File: config.mk
export PLATFORM = sky130hd
export DESIGN_NAME = store_buffer
export DESIGN_NICKNAME = d
export VERILOG_FILES = /design/src/rtl/store_buffer.sv
export SDC_FILE = /design/constraint.sdc
export NUM_CORES = 1
export LEC_CHECK = 0
export CAP_MARGIN = 10
export CORE_MARGIN = 2
export CORE_UTILIZATION = 69
export CTS_BUF_LIST = sky130_fd_sc_hd__clkbuf_4 sky130_fd_sc_hd__clkbuf_8 sky130_fd_sc_hd__clkbuf_16
export CTS_CLUSTER_SIZE = 8
export DETAILED_ROUTE_END_ITERATION = 10
export DONT_BUFFER_PORTS = 1
export PLACE_DENSITY = 0.88
export SLEW_MARGIN = 40
export SYNTH_ARGS = -nofsm -noshare
export SYNTH_HDL_FRONTEND = slang
export SYNTH_SLANG_ARGS = --single-unit
File: constraint.sdc
create_clock -name clk -period 10.2 [get_ports clk]
set_clock_uncertainty 0.15 [all_clocks]
set_input_delay 1.02 -clock clk [delete_from_list [all_inputs] [get_ports clk]]
set_output_delay 1.02 -clock clk [all_outputs]
set_load 0.01 [all_outputs]
File: src/rtl/store_buffer.sv
// Speculative store FIFO between MEM and the D-cache write port. Drains only
// committed stores and forwards from buffered stores to younger loads.
package brisc_pkg;
    localparam int XLEN = 32;
endpackage

module store_buffer
    import brisc_pkg::*;
#(
    parameter int NUM_ENTRIES = 4,
    parameter int ADDR_BITS   = 32
) (
    input  logic                 clk,
    input  logic                 reset,
    input  logic                 enq_valid_in,
    input  logic [ADDR_BITS-1:0] enq_addr_in,
    input  logic [XLEN-1:0]      enq_data_in,
    input  logic                 enq_byte_in,
    output logic                 full_out,
    input  logic                 stb_flush_in,
    output logic                 dc_req_out,
    output logic [ADDR_BITS-1:0] dc_addr_out,
    output logic [XLEN-1:0]      dc_data_out,
    output logic                 dc_byte_out,
    input  logic                 dc_ack_in,
    input  logic                 ld_valid_in,
    input  logic [ADDR_BITS-1:0] ld_addr_in,
    input  logic                 ld_byte_in,
    output logic                 fwd_hit_out,
    output logic [XLEN-1:0]      fwd_data_out,
    output logic                 fwd_stall_out
);

    localparam int PTR_W = $clog2(NUM_ENTRIES);
    localparam int CNT_W = PTR_W + 1;

    typedef enum logic {IDLE, DRAIN} state_t;

    logic [ADDR_BITS-1:0] addr_mem [NUM_ENTRIES];
    logic [XLEN-1:0]      data_mem [NUM_ENTRIES];
    logic                 byte_mem [NUM_ENTRIES];

    logic [PTR_W-1:0] head_reg, tail_reg;
    logic [CNT_W-1:0] count_reg, count_next;
    logic [CNT_W-1:0] commit_reg, commit_next;
    state_t           state_reg, state_next;
    logic             dc_req_reg;

    logic enq_fire;
    logic pop;
    logic flush_ok;

    assign full_out = (count_reg == CNT_W'(NUM_ENTRIES));
    assign enq_fire = enq_valid_in && !full_out;
    assign pop      = (state_reg == DRAIN) && dc_req_reg && dc_ack_in;
    assign flush_ok = stb_flush_in && (commit_reg != count_reg);

    always_comb begin
        count_next = count_reg;
        if (enq_fire && !pop)
            count_next = count_reg + CNT_W'(1);
        else if (!enq_fire && pop)
            count_next = count_reg - CNT_W'(1);
    end

    always_comb begin
        commit_next = commit_reg;
        if (flush_ok && !pop)
            commit_next = commit_reg + CNT_W'(1);
        else if (!flush_ok && pop)
            commit_next = commit_reg - CNT_W'(1);
    end

    always_ff @(posedge clk) begin
        if (reset) begin
            head_reg   <= '0;
            tail_reg   <= '0;
            count_reg  <= '0;
            commit_reg <= '0;
        end else begin
            if (enq_fire)
                tail_reg <= tail_reg + PTR_W'(1);
            if (pop)
                head_reg <= head_reg + PTR_W'(1);
            count_reg  <= count_next;
            commit_reg <= commit_next;
        end
    end

    // Entry storage carries no reset; occupancy alone decides validity.
    always_ff @(posedge clk) begin
        if (enq_fire) begin
            addr_mem[tail_reg] <= enq_addr_in;
            data_mem[tail_reg] <= enq_data_in;
            byte_mem[tail_reg] <= enq_byte_in;
        end
    end

    // Drain FSM: state register, next-state logic, output decode.
    always_ff @(posedge clk) begin
        if (reset) begin
            state_reg  <= IDLE;
            dc_req_reg <= 1'b0;
        end else begin
            state_reg  <= state_next;
            dc_req_reg <= (state_next == DRAIN);
        end
    end

    always_comb begin
        state_next = state_reg;
        case (state_reg)
            IDLE:    if (commit_reg != '0) state_next = DRAIN;
            DRAIN:   if (pop)              state_next = IDLE;
            default: state_next = IDLE;
        endcase
    end

    always_comb begin
        dc_req_out  = dc_req_reg;
        dc_addr_out = '0;
        dc_data_out = '0;
        dc_byte_out = 1'b0;
        if (dc_req_reg) begin
            dc_addr_out = addr_mem[head_reg];
            dc_data_out = data_mem[head_reg];
            dc_byte_out = byte_mem[head_reg];
        end
    end

    // Per-slot word match, qualified by whether the slot lies inside [head, tail).
    logic [NUM_ENTRIES-1:0] slot_match;

    generate
        for (genvar gi = 0; gi < NUM_ENTRIES; gi++) begin : g_slot
            logic [PTR_W-1:0] slot_age;
            logic             slot_valid;
            assign slot_age      = PTR_W'(gi) - head_reg;
            assign slot_valid    = {1'b0, slot_age} < count_reg;
            assign slot_match[gi] = slot_valid &&
                (addr_mem[gi][ADDR_BITS-1:2] == ld_addr_in[ADDR_BITS-1:2]);
        end
    endgenerate

    logic [PTR_W-1:0] sel_idx;
    logic             sel_found;
    logic [PTR_W-1:0] scan_idx;

    // Walk oldest to youngest so the youngest matching slot overrides.
    always_comb begin
        sel_idx   = '0;
        sel_found = 1'b0;
        scan_idx  = '0;
        for (int k = 0; k < NUM_ENTRIES; k++) begin
            scan_idx = head_reg + PTR_W'(k);
            if (slot_match[scan_idx]) begin
                sel_found = 1'b1;
                sel_idx   = scan_idx;
            end
        end
    end

    logic [XLEN-1:0] sel_word;
    logic [7:0]      sel_lane;

    assign sel_word = data_mem[sel_idx];
    assign sel_lane = 8'(sel_word >> {ld_addr_in[1:0], 3'b000});

    always_comb begin
        fwd_hit_out   = 1'b0;
        fwd_stall_out = 1'b0;
        fwd_data_out  = '0;
        if (ld_valid_in && sel_found) begin
            if (!byte_mem[sel_idx]) begin
                fwd_hit_out  = 1'b1;
                fwd_data_out = ld_byte_in ? XLEN'(sel_lane) : sel_word;
            end else if (ld_byte_in && (addr_mem[sel_idx][1:0] == ld_addr_in[1:0])) begin
                fwd_hit_out  = 1'b1;
                fwd_data_out = XLEN'(sel_word[7:0]);
            end else begin
                fwd_stall_out = 1'b1;
            end
        end
    end

endmodule
==> out/metrics.json, run 1 <==
{
  "outcome": {
    "outcome": "finished clean"
  },
  "synth": {
    "netlist_top_cells_area": "edfxtp_1, mux4_2, mux2i_1, xnor2_1, xor2_1",
    "synth_seq_area_share_pct": 58.3,
    "synth_largest_type_area_fraction_pct": 56.5,
    "number_of_warnings_reported_in_the_yosys_synthesis_log": 0,
    "synthArstFlopShare_pct": 0,
    "synthCells": 899,
    "post_synthesis_net_count": 1015,
    "synth_top_flop_cell": "edfxtp_1",
    "post_synth.cell_area_avg_um2": 15.4,
    "yosys.area.top_type": "edfxtp_1",
    "post_syn_area_um2": 13800,
    "synth_edf_count": 260,
    "synth-seq-cells": 273,
    "number_of_different_library_cells_in_the_post_synthesis_netlist": 56
  },
  "cts": {
    "cts_hold_buf": 0,
    "cts_root_buf": "clkbuf_16",
    "cts_max_path_buffers": 3,
    "htreeDepth": 2,
    "cts.repair_timing.setup_buffer_count": 0,
    "tritoncts": "built",
    "cts.clk_slew.worst_paths_ns": 0.05,
    "worst_skew_pair.late_latency_ns": 0.51,
    "number_of_buffers_inserted_during_clock_tree_synthesis": 40,
    "post_cts_resized": 0,
    "tritoncts_num_sinks": 273
  },
  "worst_setup_path": {
    "worst_r2r_startpoint": "count_reg[0]",
    "criticalPathCategory": "reg -> out",
    "startpoint_type": "register",
    "startpoint": "head_reg[1]",
    "worst-path-max-fanout": 75,
    "reg2regPathDepth": 4,
    "cp-end-kind": "primary output",
    "cp_data_required_time_ns": 9.03,
    "worstPathArrival_ns": 5.49
  },
  "global_routing": {
    "groute.usage.overall_pct": 32.9,
    "grt_first_pass_wirelength_um": 52500,
    "initial_antenna_violation_count": 1,
    "grt_start_max_net_pins": 76,
    "via_count_of_the_first_global_routing_pass": 8698,
    "gr-total-overflow": 0
  },
  "floorplanning": {
    "coreArea_um2": 19600,
    "top_level_i_o_count": 205,
    "floorplan.rows": 51,
    "die-area_um2": 21200,
    "initial_standard_cell_utilization_of_the_core_pct": 70.6,
    "dieWidth_um": 146,
    "dieHeight_um": 146
  },
  "place": {
    "buffer_ports.inserted": 0,
    "finalWeightedCongestion": 0.973,
    "dp.cells": 1126,
    "placed_area_um2": 14000,
    "detailedPlacementHpwl_um": 23500
  },
  "layout": {
    "fin_area_um2": 15200,
    "signed_area_change_from_the_synthesized_netlist_to_the_final_layout_pct": 9.58,
    "post-route-util_pct": 77.3,
    "number_of_nets_in_the_final_layout": 1019,
    "instances_no_fill": 1177,
    "reg.largest.list": "addr_mem (128), data_mem (128), byte_mem (4)",
    "diodes": 0,
    "drive_gt1_share_pct": 19.5
  },
  "sta": {
    "hold_viol_final": 0,
    "maxSlewHeadroom_pct": 45.6,
    "report.final.slew_viol_count": 0,
    "layout_worst_path_cycle_share_pct": 65.3,
    "report.final.setup_viol": 0,
    "fmax_mhz": 150,
    "worstMarginPinSlew_ns": 0.816,
    "timing.setup.tns_ns": 0,
    "finalWorstPathRequiredPeriod_ns": 6.66,
    "grt_setup_unrepaired": "no"
  },
  "drt": {
    "avgRoutedWirePerCell_um": 29.5,
    "postRouteAntennaNets": 0,
    "drt_pre_antenna_iters": 7,
    "drt_initial_violations": 951,
    "drc_errors": 0,
    "wl_um": 34700,
    "post_drt_via_cell_ratio": 7.02,
    "dr_vias": 8258
  },
  "pwr": {
    "max-vdd-ir-drop_mv": 0.235,
    "power_density_cells_nw_per_um2": 225,
    "power_leakage_uw": 0.00509,
    "report.power.total_uw": 3420
  },
  "job": {
    "timing.max_cap.violations": 0
  },
  "hold_path": {
    "timing.hold.worst_path_depth": 2,
    "min-delay-path-class": "reg -> reg",
    "worstHoldStart": "tail_reg[1]"
  }
}
[metrics by stage]
step                hold slack, ns  setup WS, ns
detailed placement           0.390          3.57
CTS                          0.415          3.58
global route                 0.411          3.42
finish                       0.404          3.54
global placement             0.336          3.73
floorplan                    0.327          5.47
[where the power goes]
part | switching, uW | total, uW | leakage [uW] | internal [uW]
registers | 117 | 1510 | 0.00249 | 1400
clock network | 443 | 1190 | 0.000561 | 748
logic | 412 | 711 | 0.00204 | 298
total | 972 | 3420 | 0.00509 | 2440
[layout by cell type (no fill, tap or decap), types with 14 or more instances in the layout]
cell type and n:
xor2_1 66, mux2_2 16, nand4_1 15, o22ai_1 14, nor2b_1 20, o21ai_0 16, mux4_2 65, nor4_1 15
mux2i_1 62, nor2_1 21, a211oi_2 14, and2_1 66, inv_1 14, edfxtp_1 260, nand2_1 17, xnor2_1 68
clkbuf_16 42
[logic make-up (layout without fill, tap and decap cells)]
kind of cell    Yosys count  in the layout  synth area share, %
compound gates           90             90                 5.58
xor+xnor                134            134                 8.49
flops                   273            273                 58.3
buf+inv                  61             74                 2.25
simple gates            186            186                 7.76
mux                     143            143                 16.4
fa+ha+maj                12             12                 1.19
[cell type report]
| class | count | area (um2) |
|---|---|---|
| well taps | 265 | 332 |
| inverters | 14 | 52.6 |
| repair buffers | 9 | 78.8 |
| multi-input cells | 565 | 5480 |
| clock inverters | 2 | 25.0 |
| clock buffers | 49 | 1100 |
| fillers | 1043 | 4440 |
| flip-flops and latches | 273 | 8080 |
[path summary, 6_finish.rpt]
check / endpoint / slack [ns]
worst max register to register: addr_mem[0][26] / 7.04
worst min-delay path: tail_reg[1] / 0.40
worst min register to register: tail_reg[1] / 0.40
worst max-delay path: fwd_data_out[25] / 3.54
[layer usage]
metal	vias up	wire length [um]	GRT usage, %
met4	2	1300	11.4
met1	4116	12200	41.5
met3	111	4050	11.4
met2	563	17200	53.8
met5	-	13	0
li1	3466	-	-
[Yosys cell counts (2+ instances only)]
master / n
a211oi_2: 14
o22ai_1: 14
nand2b_1: 3
or3_1: 3
nor2b_1: 20
and2_1: 70
buf_4: 4
edfxtp_1: 260
inv_1: 14
mux4_2: 65
fa_1: 2
xor2_1: 66
dfxtp_1: 13
buf_2: 6
o21ai_0: 16
a311oi_2: 7
xnor2_1: 68
mux2_2: 16
o211ai_1: 7
mux2i_1: 62
ha_1: 10
o2bb2ai_1: 2
or2b_1: 4
nand4_1: 15
clkbuf_1: 19
nor4_1: 15
buf_6: 8
o21ai_1: 2
nand3_1: 7
nand3b_1: 2
nand2_1: 17
nor3_1: 4
nor2_1: 21
a21oi_1: 6
o2111ai_1: 3
a211oi_1: 5
buf_1: 10
[worst max-delay path: stages, from the launching register on]
cell and delay (ns):
dfxtp_1 0.57, inv_1 0.18, ha_1 0.36, inv_1 0.05
a2111oi_0 0.59, and4_1 0.43, o21ai_0 0.20, o22ai_4 0.19
buf_6 0.52, mux2i_1 0.33, mux2i_1 0.18, or3_2 0.82
a211oi_1 0.53
(Power assumes the default switching activity.)
==> run 2: changes to the inputs <==
- CORE_UTILIZATION: 69 -> 64
- PLACE_DENSITY: 0.88 -> 0.83
- clock period: 10.2 -> 6.9 ns (I/O delays scaled with it)
==> out/metrics.json, run 2 (synthesized netlist as in run 1, its figures left out) <==
{
  "cts": {
    "cts_root_buf": "clkbuf_16",
    "tritoncts_num_sinks": 273,
    "worst_skew_pair.late_latency_ns": 0.51,
    "htreeDepth": 2,
    "tritoncts": "built",
    "cts_hold_buf": 0,
    "cts.clk_slew.worst_paths_ns": 0.05,
    "number_of_buffers_inserted_during_clock_tree_synthesis": 40,
    "post_cts_resized": 0,
    "cts_max_path_buffers": 3,
    "cts.repair_timing.setup_buffer_count": 0
  },
  "floorplanning": {
    "initial_standard_cell_utilization_of_the_core_pct": 65.6,
    "top_level_i_o_count": 205,
    "dieHeight_um": 151,
    "die-area_um2": 22800,
    "dieWidth_um": 151,
    "coreArea_um2": 21100,
    "floorplan.rows": 53
  },
  "job": {
    "timing.max_cap.violations": 0
  },
  "worst_setup_path": {
    "cp-end-kind": "primary output",
    "worst-path-max-fanout": 44,
    "crit_chain": "xor2_1 > nor4_1 > nand4_1 > a2111oi_2 > o21ai_0 > o22ai_4 > buf_4 > buf_4 > mux2i_1 > mux2i_1 > xor2_1 > o21a_1 > nor2b_1",
    "worstPathArrival_ns": 5.18,
    "slowest_delay_ns": 0.72,
    "cp_data_required_time_ns": 6.06,
    "critPathSlowestCell": "nor4_1",
    "reg2reg_setup_slack_ns": 3.75,
    "criticalPathCategory": "reg -> out",
    "startpoint_type": "register"
  },
  "sta": {
    "report.final.slew_viol_count": 0,
    "worstMarginPinSlew_ns": 0.847,
    "fmax_mhz": 166,
    "finalHoldWorstSlack_ns": 0.0913,
    "report.final.setup_viol": 0,
    "maxSlewHeadroom_pct": 43.5,
    "timing.setup.tns_ns": 0,
    "layout_worst_path_cycle_share_pct": 87.3,
    "finalWorstPathRequiredPeriod_ns": 6.02,
    "grt_setup_unrepaired": "no",
    "hold_viol_final": 0
  },
  "global_routing": {
    "via_count_of_the_first_global_routing_pass": 8338,
    "initial_antenna_violation_count": 1,
    "gr-total-overflow": 0,
    "groute.usage.overall_pct": 30.2,
    "grt_start_max_net_pins": 71,
    "grt_first_pass_wirelength_um": 50300
  },
  "drt": {
    "wirelength_met1_um": 12100,
    "avgRoutedWirePerCell_um": 28.5,
    "drc_errors": 0,
    "met3WireLength_um": 4170,
    "wl_um": 33900,
    "drt_pre_antenna_iters": 7,
    "dr_vias": 8063,
    "top_layer": "met5",
    "met2RoutedLength_um": 16600,
    "post_drt_via_cell_ratio": 6.79,
    "postRouteAntennaNets": 0,
    "drt_initial_violations": 728
  },
  "outcome": {
    "outcome": "finished clean"
  },
  "hold_path": {
    "min-delay-path-class": "in -> reg"
  },
  "layout": {
    "final_common_cell": "edfxtp_1",
    "drive_gt1_share_pct": 19.6,
    "layout_common_cells": "edfxtp_1, xnor2_1, xor2_1, and2_1, mux4_2",
    "reg.largest.list": "addr_mem (128), data_mem (128), byte_mem (4)",
    "final-seq-area_um2": 8080,
    "total_of_fill_cells_in_the_finished_design": 1310,
    "signed_area_change_from_the_synthesized_netlist_to_the_final_layout_pct": 9.75,
    "multiInputGateArea_um2": 5480,
    "instances_no_fill": 1188,
    "number_of_nets_in_the_final_layout": 1020,
    "diodes": 0
  },
  "pwr": {
    "power_density_cells_nw_per_um2": 331,
    "power_leakage_uw": 0.00510,
    "max-vdd-ir-drop_mv": 0.231
  },
  "place": {
    "detailedPlacementHpwl_um": 22700,
    "finalWeightedCongestion": 0.872,
    "buffer_ports.inserted": 0,
    "dp.cells": 1137
  }
}
run 2: cell count changes in the layout (fill, tap and decap cells not counted):
cell   before  now
buf_6       3    4
run 2: per-layer routing:
layer | global-route usage (%) | vias up
li1 | - | 3473
met2 | 49.5 | 446
met4 | 9.67 | 2
met3 | 11.7 | 77
met1 | 37.4 | 4065
met5 | 0 | -
run 2: worst paths after layout:
check                                       to            start  cells after the start
worst max-delay path             fwd_stall_out  addr_mem[3][19]                     13
worst min-delay path                  register            reset                      1
worst max register to register  addr_mem[3][4]     count_reg[0]                      4
worst min register to register     tail_reg[1]      tail_reg[1]                      2
run 2: cell type report:
class                   instances  share of cell area [%]
flip-flops and latches        273                    53.2
multi-input cells             565                    36.1
clock buffers                  49                    7.27
well taps                     275                    2.27
repair buffers                 10                   0.594
inverters                      14                   0.346
clock inverters                 2                   0.165
run 2: critical path: cells and delay by family (launching register included):
family                 cells  cell delay (ns)
buffers and inverters      2             0.89
AO/OA/AOI/OAI              4             1.31
flip-flops                 1             0.42
AND/OR/NAND/NOR            3             1.30
multiplexers               2             0.35
XOR/XNOR                   2             0.37
run 2: power by group:
part | leakage [uW] | internal (uW) | switching, uW
clock network | 0.000561 | 1100 | 641
registers | 0.00249 | 2060 | 148
logic | 0.00205 | 441 | 622
run 2: stage by stage:
step	power, uW	setup slack [ns]	area (um2)	utilization, %
6_report	5020	0.875	15200	72.0
5_1_grt	5210	0.649	15200	72.0
4_1_cts	5050	0.948	15200	72.0
3_5_place_dp	3300	1.23	14000	66.6
3_3_place_gp	3240	1.28	14000	66.5
2_1_floorplan	3000	2.83	13800	-
==> run 3: changes to the inputs <==
- CORE_UTILIZATION: 64 -> 69
- PLACE_DENSITY: 0.83 -> 0.88
- clock period: 6.9 -> 7.08 ns (I/O delays scaled with it)
==> out/metrics.json, run 3 (synthesized netlist as in run 1, its figures left out) <==
{
  "cts": {
    "cts.repair_timing.setup_buffer_count": 0,
    "tritoncts_num_sinks": 273,
    "worst_skew_pair.late_latency_ns": 0.52,
    "cts_root_buf": "clkbuf_16",
    "tritoncts": "built",
    "cts_max_path_buffers": 3,
    "post_cts_resized": 0,
    "number_of_buffers_inserted_during_clock_tree_synthesis": 40,
    "cts_hold_buf": 0,
    "htreeDepth": 2,
    "cts.clk_slew.worst_paths_ns": 0.05
  },
  "drt": {
    "drt_initial_violations": 903,
    "top_layer": "met5",
    "postRouteAntennaNets": 0,
    "drt_pre_antenna_iters": 5,
    "avgRoutedWirePerCell_um": 29.2,
    "dr_vias": 8289,
    "post_drt_via_cell_ratio": 7.02,
    "drc_errors": 0,
    "wl_um": 34400,
    "wirelength_met1_um": 12200,
    "met3WireLength_um": 4330,
    "met2RoutedLength_um": 16700
  },
  "global_routing": {
    "grt_first_pass_wirelength_um": 52300,
    "grt_start_max_net_pins": 74,
    "via_count_of_the_first_global_routing_pass": 8599,
    "gr-total-overflow": 0,
    "groute.usage.overall_pct": 32.8,
    "initial_antenna_violation_count": 1
  },
  "sta": {
    "finalHoldWorstSlack_ns": 0.101,
    "worstMarginPinSlew_ns": 0.845,
    "grt_setup_unrepaired": "no",
    "layout_worst_path_cycle_share_pct": 85.2,
    "report.final.setup_viol": 0,
    "finalWorstPathRequiredPeriod_ns": 6.03,
    "report.final.slew_viol_count": 0,
    "hold_viol_final": 0,
    "maxSlewHeadroom_pct": 43.7,
    "timing.setup.tns_ns": 0,
    "fmax_mhz": 166
  },
  "layout": {
    "diodes": 0,
    "post-route-util_pct": 77.3,
    "fin_area_um2": 15200,
    "multiInputGateArea_um2": 5480,
    "final-seq-area_um2": 8070,
    "total_of_fill_cells_in_the_finished_design": 1079,
    "drive_gt1_share_pct": 19.8,
    "final_common_cell": "edfxtp_1",
    "layout_common_cells": "edfxtp_1, xnor2_1, xor2_1, and2_1, mux4_2",
    "reg.largest.list": "addr_mem (128), data_mem (128), byte_mem (4)",
    "number_of_nets_in_the_final_layout": 1022,
    "signed_area_change_from_the_synthesized_netlist_to_the_final_layout_pct": 9.58
  },
  "outcome": {
    "outcome": "finished clean"
  },
  "floorplanning": {
    "dieHeight_um": 146,
    "initial_standard_cell_utilization_of_the_core_pct": 70.6,
    "dieWidth_um": 146,
    "floorplan.rows": 51,
    "top_level_i_o_count": 205,
    "die-area_um2": 21200,
    "coreArea_um2": 19600
  },
  "worst_setup_path": {
    "worst-path-max-fanout": 73,
    "worstPathArrival_ns": 5.17,
    "cp-end-kind": "primary output",
    "slowest_delay_ns": 0.71,
    "startpoint_type": "register",
    "crit_chain": "xor2_1 > nor4_1 > nand4_1 > a2111oi_2 > o21ai_0 > o22ai_4 > buf_4 > mux2i_1 > xor2_1 > a22oi_1 > o21a_1 > a311oi_2",
    "critical-path-top-cell-by-count": "xor2_1",
    "cp_data_required_time_ns": 6.22,
    "critPathSlowestCell": "buf_4",
    "criticalPathCategory": "reg -> out"
  },
  "place": {
    "buffer_ports.inserted": 0,
    "placed_area_um2": 14000,
    "detailedPlacementHpwl_um": 22900,
    "finalWeightedCongestion": 0.946
  },
  "job": {
    "timing.max_cap.violations": 0
  },
  "pwr": {
    "power_density_cells_nw_per_um2": 324,
    "power_leakage_uw": 0.00510,
    "max-vdd-ir-drop_mv": 0.269
  },
  "hold_path": {
    "min-delay-path-class": "in -> reg"
  }
}
run 3: changes by cell type in the layout (fill, tap and decap cells not counted), sizes merged:
| cell | delta |
|---|---|
| clkbuf | -2 |
| buf | +2 |
| inv | +2 |
run 3: through the flow:
step                total power [uW]  cells  setup slack [ns]
floorplan                       2920    899              2.98
global placement                3150   1128              1.64
detailed placement              3210   1129              1.40
CTS                             4910   1180              1.09
global route                    5060   1180             0.718
finish                          4900   1180              1.05
run 3: worst paths after layout:
kind,start,to,slack [ns],depth (start not counted)
worst max-delay path,addr_mem[3][19],fwd_data_out[2],1.05,12
worst min-delay path,reset,count_reg[2],0.10,1
worst max register to register,count_reg[0],data_mem[2][2],3.84,4
worst min register to register,commit_reg[2],commit_reg[2],0.44,2
run 3: layout make-up:
| cell class | instances | share of cell area (%) |
|---|---|---|
| Clock buffer | 47 | 6.95 |
| Timing Repair Buffer | 12 | 0.727 |
| Tap cell | 265 | 2.19 |
| Inverter | 14 | 0.347 |
| Sequential cell | 273 | 53.3 |
| Clock inverter | 4 | 0.355 |
| Multi-Input combinational cell | 565 | 36.1 |
run 3: critical path: cells and delay by family (launching register included):
family,cells,cell delay (ns)
multiplexers,1,0.33
buffers and inverters,1,0.71
AO/OA/AOI/OAI,6,1.95
XOR/XNOR,2,0.35
AND/OR/NAND/NOR,2,0.87
flip-flops,1,0.41
run 3: power breakdown:
part | internal (uW) | total (uW) | switching [uW]
combinational | 430 | 1020 | 592
sequential | 2010 | 2180 | 173
clock | 1040 | 1700 | 657
total | 3480 | 4900 | 1420
run 3: metal layers:
| layer | global-route usage, % | vias up |
|---|---|---|
| met5 | 0 | - |
| met4 | 11.5 | 2 |
| li1 | - | 3471 |
| met2 | 52.8 | 546 |
| met3 | 12.8 | 92 |
| met1 | 41.2 | 4178 |
